<file path="src/rtl/operand_fetch_pkg.sv">
// -----------------------------------------------------------------------------
// operand_fetch_pkg
// Shared definitions for the operand fetch sequencer: FSM state encoding and
// the hard-wired zero register index.
// -----------------------------------------------------------------------------
package operand_fetch_pkg;

    typedef enum logic [1:0] {
        IDLE   = 2'd0,
        READ_A = 2'd1,
        READ_B = 2'd2,
        DONE   = 2'd3
    } state_t;

    // Register index that always reads as zero.
    localparam logic [4:0] ZERO_REG = 5'd0;

endpackage : operand_fetch_pkg

</file>
<file path="src/rtl/operand_fetch_if.sv">
// -----------------------------------------------------------------------------
// operand_fetch_if
// Bundles the request, register-file read port, snooped write port and operand
// outputs of operand_fetch.
//   master : requester / register file side (drives start, addresses, rd_data,
//            snooped write port; observes rd_addr, operands, busy, done)
//   slave  : operand_fetch side
// -----------------------------------------------------------------------------
interface operand_fetch_if #(
    parameter int width     = 32,
    parameter int addr_bits = 5
);
    logic                 start;
    logic [addr_bits-1:0] rs_addr;
    logic [addr_bits-1:0] rt_addr;
    logic [addr_bits-1:0] rd_addr;
    logic [width-1:0]     rd_data;
    logic                 wr_en;
    logic [addr_bits-1:0] wr_addr;
    logic [width-1:0]     wr_data;
    logic [width-1:0]     a_out;
    logic [width-1:0]     b_out;
    logic                 busy;
    logic                 done;

    modport master (
        output start, rs_addr, rt_addr, rd_data, wr_en, wr_addr, wr_data,
        input  rd_addr, a_out, b_out, busy, done
    );

    modport slave (
        input  start, rs_addr, rt_addr, rd_data, wr_en, wr_addr, wr_data,
        output rd_addr, a_out, b_out, busy, done
    );
endinterface : operand_fetch_if

</file>
<file path="src/rtl/operand_fetch_operand_reg.sv">
// -----------------------------------------------------------------------------
// operand_reg
// Width-parameterized capture register with load enable.
// Ports:
//   clk   : system clock
//   reset : asynchronous active-high reset, clears o_q to 0
//   i_en  : load enable
//   i_d   : data to capture
//   o_q   : held value
// -----------------------------------------------------------------------------
module operand_reg #(
    parameter int width = 32
) (
    input  logic             clk,
    input  logic             reset,
    input  logic             i_en,
    input  logic [width-1:0] i_d,
    output logic [width-1:0] o_q
);

    logic [width-1:0] r_q;

    // Capture on enable, otherwise hold the snapshot.
    always_ff @(posedge clk or posedge reset) begin
        if (reset) begin
            r_q <= {width{1'b0}};
        end else if (i_en) begin
            r_q <= i_d;
        end else begin
            r_q <= r_q;
        end
    end

    assign o_q = r_q;

endmodule : operand_reg

</file>
<file path="src/rtl/operand_fetch.sv">
// -----------------------------------------------------------------------------
// operand_fetch
// Two-cycle read sequencer for the shared register-file read port: fetches
// operand A (rs) then operand B (rt), with same-cycle write forwarding and a
// hard-wired zero register.
// Ports:
//   clk   : system clock
//   reset : asynchronous active-high reset, returns to IDLE
//   bus   : operand_fetch_if.slave (start, rs/rt addresses, read port,
//           snooped write port, a_out/b_out, busy, done)
// -----------------------------------------------------------------------------
module operand_fetch
    import operand_fetch_pkg::*;
#(
    parameter int width     = 32,
    parameter int addr_bits = 5
) (
    input  logic                clk,
    input  logic                reset,
    operand_fetch_if.slave      bus
);

    localparam logic [1:0] ST_IDLE   = 2'(IDLE);
    localparam logic [1:0] ST_READ_A = 2'(READ_A);
    localparam logic [1:0] ST_READ_B = 2'(READ_B);
    localparam logic [1:0] ST_DONE   = 2'(DONE);

    localparam logic [addr_bits-1:0] ZERO_ADDR = addr_bits'(ZERO_REG);

    logic [1:0]           r_state;
    logic [1:0]           w_next_state;
    logic                 w_accept;
    logic [addr_bits-1:0] r_rs;
    logic [addr_bits-1:0] r_rt;
    logic                 r_busy;
    logic                 r_done;
    logic [addr_bits-1:0] w_rd_addr;
    logic [width-1:0]     w_operand;
    logic [width-1:0]     w_a_q;
    logic [width-1:0]     w_b_q;

    // Next-state logic; start is only looked at in IDLE and DONE.
    always_comb begin
        w_next_state = r_state;
        w_accept     = 1'b0;
        case (r_state)
            ST_IDLE: begin
                if (bus.start) begin
                    w_next_state = ST_READ_A;
                    w_accept     = 1'b1;
                end else begin
                    w_next_state = ST_IDLE;
                end
            end
            ST_READ_A: w_next_state = ST_READ_B;
            ST_READ_B: w_next_state = ST_DONE;
            ST_DONE: begin
                if (bus.start) begin
                    w_next_state = ST_READ_A;
                    w_accept     = 1'b1;
                end else begin
                    w_next_state = ST_IDLE;
                end
            end
            default: w_next_state = ST_IDLE;
        endcase
    end

    // State, latched addresses and status flags; busy/done follow next state
    // so they are registered yet aligned with the state they describe.
    always_ff @(posedge clk or posedge reset) begin
        if (reset) begin
            r_state <= ST_IDLE;
            r_rs    <= {addr_bits{1'b0}};
            r_rt    <= {addr_bits{1'b0}};
            r_busy  <= 1'b0;
            r_done  <= 1'b0;
        end else begin
            r_state <= w_next_state;
            if (w_accept) begin
                r_rs <= bus.rs_addr;
                r_rt <= bus.rt_addr;
            end
            r_busy <= (w_next_state == ST_READ_A) || (w_next_state == ST_READ_B);
            r_done <= (w_next_state == ST_DONE);
        end
    end

    // Read address is a decode of registered state only.
    always_comb begin
        case (r_state)
            ST_READ_A: w_rd_addr = r_rs;
            ST_READ_B: w_rd_addr = r_rt;
            default:   w_rd_addr = {addr_bits{1'b0}};
        endcase
    end

    // Operand select: zero register wins over forwarding, forwarding over
    // the (stale) register-file read.
    always_comb begin
        if (w_rd_addr == ZERO_ADDR) begin
            w_operand = {width{1'b0}};
        end else if (bus.wr_en && (bus.wr_addr == w_rd_addr)) begin
            w_operand = bus.wr_data;
        end else begin
            w_operand = bus.rd_data;
        end
    end

    operand_reg #(.width(width)) u_reg_a (
        .clk   (clk),
        .reset (reset),
        .i_en  (r_state == ST_READ_A),
        .i_d   (w_operand),
        .o_q   (w_a_q)
    );

    operand_reg #(.width(width)) u_reg_b (
        .clk   (clk),
        .reset (reset),
        .i_en  (r_state == ST_READ_B),
        .i_d   (w_operand),
        .o_q   (w_b_q)
    );

    assign bus.rd_addr = w_rd_addr;
    assign bus.a_out   = w_a_q;
    assign bus.b_out   = w_b_q;
    assign bus.busy    = r_busy;
    assign bus.done    = r_done;

endmodule : operand_fetch

</file>
<file path="src/flat_wrapper.sv">
// flat-port wrapper written by rule: the top's interface ports become plain ports
module operand_fetch_flat import operand_fetch_pkg::*;
#(
    parameter int width     = 32,
    parameter int addr_bits = 5
)
  (clk, reset, bus_start, bus_rs_addr, bus_rt_addr, bus_rd_data, bus_wr_en, bus_wr_addr, bus_wr_data, bus_rd_addr, bus_a_out, bus_b_out, bus_busy, bus_done);
  operand_fetch_if #(.width(width), .addr_bits(addr_bits)) bus_i ();
  input  logic clk;
  input  logic reset;
  input wire logic [$bits(bus_i.start)-1:0] bus_start;
  input wire logic [$bits(bus_i.rs_addr)-1:0] bus_rs_addr;
  input wire logic [$bits(bus_i.rt_addr)-1:0] bus_rt_addr;
  input wire logic [$bits(bus_i.rd_data)-1:0] bus_rd_data;
  input wire logic [$bits(bus_i.wr_en)-1:0] bus_wr_en;
  input wire logic [$bits(bus_i.wr_addr)-1:0] bus_wr_addr;
  input wire logic [$bits(bus_i.wr_data)-1:0] bus_wr_data;
  output wire logic [$bits(bus_i.rd_addr)-1:0] bus_rd_addr;
  output wire logic [$bits(bus_i.a_out)-1:0] bus_a_out;
  output wire logic [$bits(bus_i.b_out)-1:0] bus_b_out;
  output wire logic [$bits(bus_i.busy)-1:0] bus_busy;
  output wire logic [$bits(bus_i.done)-1:0] bus_done;
  assign bus_i.start = bus_start;
  assign bus_i.rs_addr = bus_rs_addr;
  assign bus_i.rt_addr = bus_rt_addr;
  assign bus_i.rd_data = bus_rd_data;
  assign bus_i.wr_en = bus_wr_en;
  assign bus_i.wr_addr = bus_wr_addr;
  assign bus_i.wr_data = bus_wr_data;
  assign bus_rd_addr = bus_i.rd_addr;
  assign bus_a_out = bus_i.a_out;
  assign bus_b_out = bus_i.b_out;
  assign bus_busy = bus_i.busy;
  assign bus_done = bus_i.done;
  operand_fetch #(.width(width), .addr_bits(addr_bits)) u_core (.clk(clk), .reset(reset), .bus(bus_i));
endmodule
</file>
<file path="config.mk">
export PLATFORM = sky130hd
export DESIGN_NAME = operand_fetch_flat
export DESIGN_NICKNAME = d
export VERILOG_FILES = /design/src/rtl/operand_fetch_pkg.sv /design/src/rtl/operand_fetch_if.sv /design/src/rtl/operand_fetch_operand_reg.sv /design/src/rtl/operand_fetch.sv /design/src/flat_wrapper.sv
export SDC_FILE = /design/constraint.sdc
export NUM_CORES = 1
export LEC_CHECK = 0
export ABC_AREA = 1
export CELL_PAD_IN_SITES_DETAIL_PLACEMENT = 0
export CELL_PAD_IN_SITES_GLOBAL_PLACEMENT = 1
export CORE_MARGIN = 4
export CORE_UTILIZATION = 29
export DETAILED_ROUTE_END_ITERATION = 10
export PLACE_DENSITY_LB_ADDON = 0.2
export SLEW_MARGIN = 25
export SYNTH_ARGS = -nofsm -noshare
export SYNTH_HDL_FRONTEND = slang
export SYNTH_HIERARCHICAL = 1
export SYNTH_SLANG_ARGS = --single-unit
</file>
<file path="constraint.sdc">
create_clock -name clk -period 1.95 [get_ports clk]
set_input_delay 0.39 -clock clk [delete_from_list [all_inputs] [get_ports clk]]
set_output_delay 0.39 -clock clk [all_outputs]
set_load 0.05 [all_outputs]
</file>
# ---- Word level (Yosys, flattened, before mapping)
# Cells that the tools add are included.
dict set report word_totals {
  ff_bits 78
  latchBits 0
  ram_bits 0
  rom_bits 0
  input_bits 83
  wordCells 26
  mem_count 0
}
dict set report op_classes {
  n_addsub 0
  multipliers 0
  div_mod_pow 0
  order_cmp 0
  n_eq_ne 7
  shift 0
  muxes 7
  bitwise 0
  n_reduce_logical 5
}
# operator n
set op_table {}
lappend op_table {{32-bit two-way mux} 2}
lappend op_table {{5-bit one-hot mux with 2 select lines} 1}
lappend op_table {{2-bit == test, second input constant} 4}
lappend op_table {{2-bit one-hot mux with 3 select lines} 1}
lappend op_table {{5-bit == test} 1}
lappend op_table {{5-bit logical NOT} 1}
lappend op_table {{2-bit by 1-bit == test with 1-bit output, second input constant} 2}
lappend op_table {{1-bit two-way mux} 3}
lappend op_table {{2-bit logical NOT} 1}
lappend op_table {{2-bit OR reduction} 1}
lappend op_table {{1-bit logical AND} 1}
lappend op_table {{1-bit logical OR} 1}

# ---- Depth between registers and ports, before layout
dict set report depth {
  ltp_word 6
  mapped_depth 15
  depth_no_buf 14
}

# ---- Modules after synthesis
# Netlist, hierarchy kept.
# module n_inst cells_per_inst area_each_um2 seq_area_each_um2
set modules_own_cells {}
lappend modules_own_cells {operand_reg 2 137 1296.2 800.8}
lappend modules_own_cells {operand_fetch 1 255 1594.0 350.3}

# ---- Least setup slack after synthesis
# OpenSTA, ideal clock, no wires.
dict set report synth_timing {
  path_kind {register to register}
  from {register u_core.r_state[0]}
  to {register u_core.u_reg_a.r_q[1] (netlist: u_core/u_reg_a/o_q[1])}
  setup_time_ps 65
  arrival_time_ps 2377
  slack_ps -492
  stages_incl_launch_ff 12
  path_cell_list {dfrtp_1 > inv_1 > ha_1 > nand2_1 > a21oi_1 > nor3_1 > nand3_2 > clkbuf_8 > nand2_1 > nor2_1 > nand2_1 > nand2_1}
}
dict set report synth_via {
  elab_chain_len 6
  word_cells_on_any_way 8
  cone_classes {eq/ne (3); mux (3); reduce/logical (2)}
}
# item line_no
set synth_rtl {}
lappend synth_rtl {{start, declared} operand_fetch.sv:30} ;# logic [1:0] r_state;
lappend synth_rtl {{start signal, assigned} operand_fetch.sv:79} ;# r_state <= w_next_state;
lappend synth_rtl {{2-bit == test / 2-bit by 1-bit == test with 1-bit output (equally long branches)} operand_fetch.sv:91} ;# case (r_state)
lappend synth_rtl {{5-bit one-hot mux with 2 select lines *} operand_fetch.sv:91}
lappend synth_rtl {{via bus_rd_addr[1]} flat_wrapper.sv:18} ;# output wire logic [$bits(bus_i.rd_addr)-1:0] bus_rd_addr;
lappend synth_rtl {{5-bit == test} operand_fetch.sv:103} ;# end else if (bus.wr_en && (bus.wr_addr == w_rd_addr)) begin
lappend synth_rtl {{1-bit logical AND} operand_fetch.sv:103}
lappend synth_rtl {{32-bit two-way mux} operand_fetch.sv:103}
lappend synth_rtl {{32-bit two-way mux *} operand_fetch.sv:101} ;# if (w_rd_addr == ZERO_ADDR) begin
lappend synth_rtl {{via u_core.w_operand[1]} operand_fetch.sv:38} ;# logic [width-1:0] w_operand;
lappend synth_rtl {{end signal, assigned} operand_fetch_operand_reg.sv:26} ;# r_q <= {width{1'b0}};
lappend synth_rtl {{end signal, assigned} operand_fetch_operand_reg.sv:28} ;# r_q <= i_d;
lappend synth_rtl {{end signal, assigned} operand_fetch_operand_reg.sv:30} ;# r_q <= r_q;
lappend synth_rtl {{end, declared} operand_fetch_operand_reg.sv:21} ;# logic [width-1:0] r_q;
# The timed path passes the listed nets; every way through them passes the cells marked *.
# A chain may end at the register's enable or synchronous reset.

# ---- Final worst setup path
dict set report layout_timing {
  from {register u_core.r_state[1]}
  to {output bus_rd_addr[1]}
}
dict set report layout_via {
  elab_chain_len 2
  word_cells_on_any_way 3
  cone_classes {eq/ne (2); mux (1)}
}
# item line_no
set layout_rtl {}
lappend layout_rtl {{2-bit == test / 2-bit by 1-bit == test with 1-bit output (equally long branches)} operand_fetch.sv:91}
lappend layout_rtl {{5-bit one-hot mux with 2 select lines *} operand_fetch.sv:91}
lappend layout_rtl {{end, declared} flat_wrapper.sv:18}
# Mark *: on every way between the ends. The rest lies on a longest branch, timed or not.

==> impl_metrics.csv <==
group,metric,value,unit
sta,setup_tns,-1850,ps
global_routing,grt_pass1_wl,20000,um
sta,slew_viol_final,0,
route,wirelength,12300,um
die,die_w,128,um
sta,finalSetupViolations,68,
route,vias,3730,
sta,finalWorstSetupSlack,-75.0,ps
layout,fin_area,6340,um2
sta,fmax,494,MHz
route,drc,0,
synth,syn_area_per_cell,7.91,um2
die,io_pins,154,
synth,yosysTopAreaCell,"dfrtp_1",
global_routing,first_global_vias,3872,
synth,synth_top_area_share,46.6,%
synth,synthArstFlopShare,100,%
critical_path,cp-start-kind,"flop",
global_routing,grtUsageTotal,15.5,%
die,dieArea,16400,um2
die,start_util,29.9,%
critical_path,required,1560,ps
critical_path,arrival,1630,ps
placed_design,place.gp.congestion,0.791,
sta,slew_headroom,64.9,%
sta,finClkSkew,4.88,ps
cts,cts_max_path_buffers,2,
power,p_leak,3.38,nW
die,die_y,128,um
placed_design,dpl_cell_area,5880,um2
critical_path,cp-end-kind,"output pin",
die,rows,43,
synth,seq_area_frac_synth,46.6,%
layout,fillers,1407,
cts,clkLatencyLatePin,330,ps
route,drt_iter0_drc,85,
placed_design,port_buffers,153,
layout,finalNonFillerCells,882,
layout,final_nets,786,
job,maxCapViolations,0,
layout,area_growth_syn_to_layout,51.5,%
cts,cts_buffers,9,
global_routing,grt_max_degree,35,
hold_path,hp-class,"reg -> reg",
status,violations,"negative setup slack",
synth,syn-cell-area,4190,um2
sta,hold_viol,0,
sta,worstMarginPinSlew,525,ps
synth,synth_flop_cell,"dfrtp_1",
cts,clock-root-buffer,"clkbuf_16",
cts,path_clk_slew,60,ps
synth,yosys_warnings,6,
route,first_pass_iters,4,
sta,period_needed,2020,ps
synth,synth_area_leaders,"dfrtp_1 47%, nand2_1 23%, nor2_2 4.3%",
synth,yosysUniqueCellTypes,22,
global_routing,grt.overflow.total,0,
synth,syn_inst,529,
layout,diodes,0,
critical_path,cp_max_fo,6,
sta,finalCritPeriodShare,104,%
route,ant_nets,0,
critical_path,reg2reg_depth,14,
hold_path,min_path_cells,2,
route,vias_per_cell,4.23,
placed_design,numPlacedInstances,859,
status,outcome,"finished with violations",
synth,synth-seq-cells,78,
power,power_per_cell_area,1840,nW/um2
sta,rsz0062_at_grt,"yes",
cts,cts_sinks,78,
layout,drive_above_1_share,22.2,%
cts,htree_num_levels,3,
die,coreArea,14000,um2
critical_path,worst-setup-path-type,"reg -> out",
synth,synth.most_common_cell,"nand2_1",
synth,synth_edf_count,0,
power,peakVddDrop,0.982,mV
placed_design,dp_hpwl,8860,um
cts,cts_tree,"built",
power,power,11.7,mW
global_routing,antenna_found_initial,0,
synth,synthesis.nets,616,
synth,synth_commonest_cells,"258 x nand2_1, 78 x dfrtp_1, 45 x inv_1",
route,wl_per_cell,13.9,um
## cells in the final DEF, fill, tap and decap left out, types with 2 or more instances in the layout
cell             instances
clkbuf_8                 3
dfrtp_1                 78
buf_12                   8
nor2_4                   2
nand3_1                  3
clkinv_1                 2
mux2_2                  10
clkbuf_16                9
nor2_2                  34
inv_2                    4
ha_4                     2
dlymetal6s2s_1           6
nand3b_1                 2
clkdlybuf4s50_1        131
nor2_1                  31
buf_4                   31
inv_1                   37
buf_6                    6
a21oi_1                  2
inv_8                    2
ha_1                     2
nand2_2                 35
nand2_1                249
## worst max-delay path: stages (launching register included)
cell and delay, ps:
dfrtp_1 430, inv_2 110, ha_4 180, nand2_2 70, buf_6 120, a21oi_4 160, buf_6 120, buf_12 120
## worst paths after layout
kind                                         from                     end  slack [ps]
setup / recovery                u_core/r_state[1]          bus_rd_addr[1]         -70
hold / removal             u_core/u_reg_b/o_q[20]  u_core/u_reg_b/o_q[20]         470
setup reg to reg                u_core/r_state[0]  u_core/u_reg_a/o_q[20]         -40
hold reg to reg            u_core/u_reg_b/o_q[20]  u_core/u_reg_b/o_q[20]         470
max in group asynchronous                   reset          u_core/r_rt[3]        1070
min in group asynchronous                   reset  u_core/u_reg_b/o_q[13]         490
## power breakdown
| part | switching (mW) | total [mW] | leakage (nW) | internal (mW) |
|---|---|---|---|---|
| registers | 0.355 | 2.58 | 1.01 | 2.23 |
| clock network | 0.612 | 1.56 | 0.138 | 0.950 |
| logic | 4.76 | 7.53 | 2.23 | 2.77 |
## kinds of logic after synthesis
kind of cell | after synthesis | share of synthesized area [%]
xor+xnor | 1 | 0.209
simple gates | 360 | 36.8
fa+ha+maj | 4 | 1.20
buf+inv | 73 | 12.2
compound gates | 3 | 0.359
mux | 10 | 2.69
flops | 78 | 46.6
## registers in the layout (all words and copies together) (netlist names)
signal / count
u_core/r_state: 2
u_core/r_rt: 5
u_core/bus.done: 1
u_core/u_reg_a/o_q: 32
u_core/u_reg_b/o_q: 32
u_core/r_rs: 5
u_core/bus.busy: 1
## through the flow
stage	setup WS, ps	util, %	hold slack (ps)
floorplan	-92.4	-	279
global placement	-12.9	42.1	456
detailed placement	-35.7	42.1	461
CTS	-63.4	44.8	476
global route	-158	45.3	499
finish	-75.0	45.3	471
## area by class of cell
cell class                 instances  area, um2  area share [%]
tap                              180        225            3.55
clock inverter                     1       5.00          0.0789
clock buffer                      13        270            4.26
multi-input combinational        378       1810            28.6
inverter                          48        206            3.26
timing repair buffer             184       1870            29.5
sequential                        78       1950            30.8
## metal layers
| metal | track usage, % | part of all wire, % | up-vias |
|---|---|---|---|
| li1 | - | - | 1905 |
| met1 | 18.9 | 43 | 1712 |
| met3 | 4.54 | 6.3 | 12 |
| met5 | 0 | 0 | - |
| met4 | 5.06 | 1.4 | 0 |
| met2 | 26.1 | 49 | 101 |
## what timing repair did
item                                    CTS  global route
resized for setup                        19            22
gates cloned                              0             0
buffers inserted                          8             2
pin swaps                                 6             3
hold buffers                              0             0
endpoints found under the setup margin   70            75
Note: power is estimated with default switching activity, not from simulation.
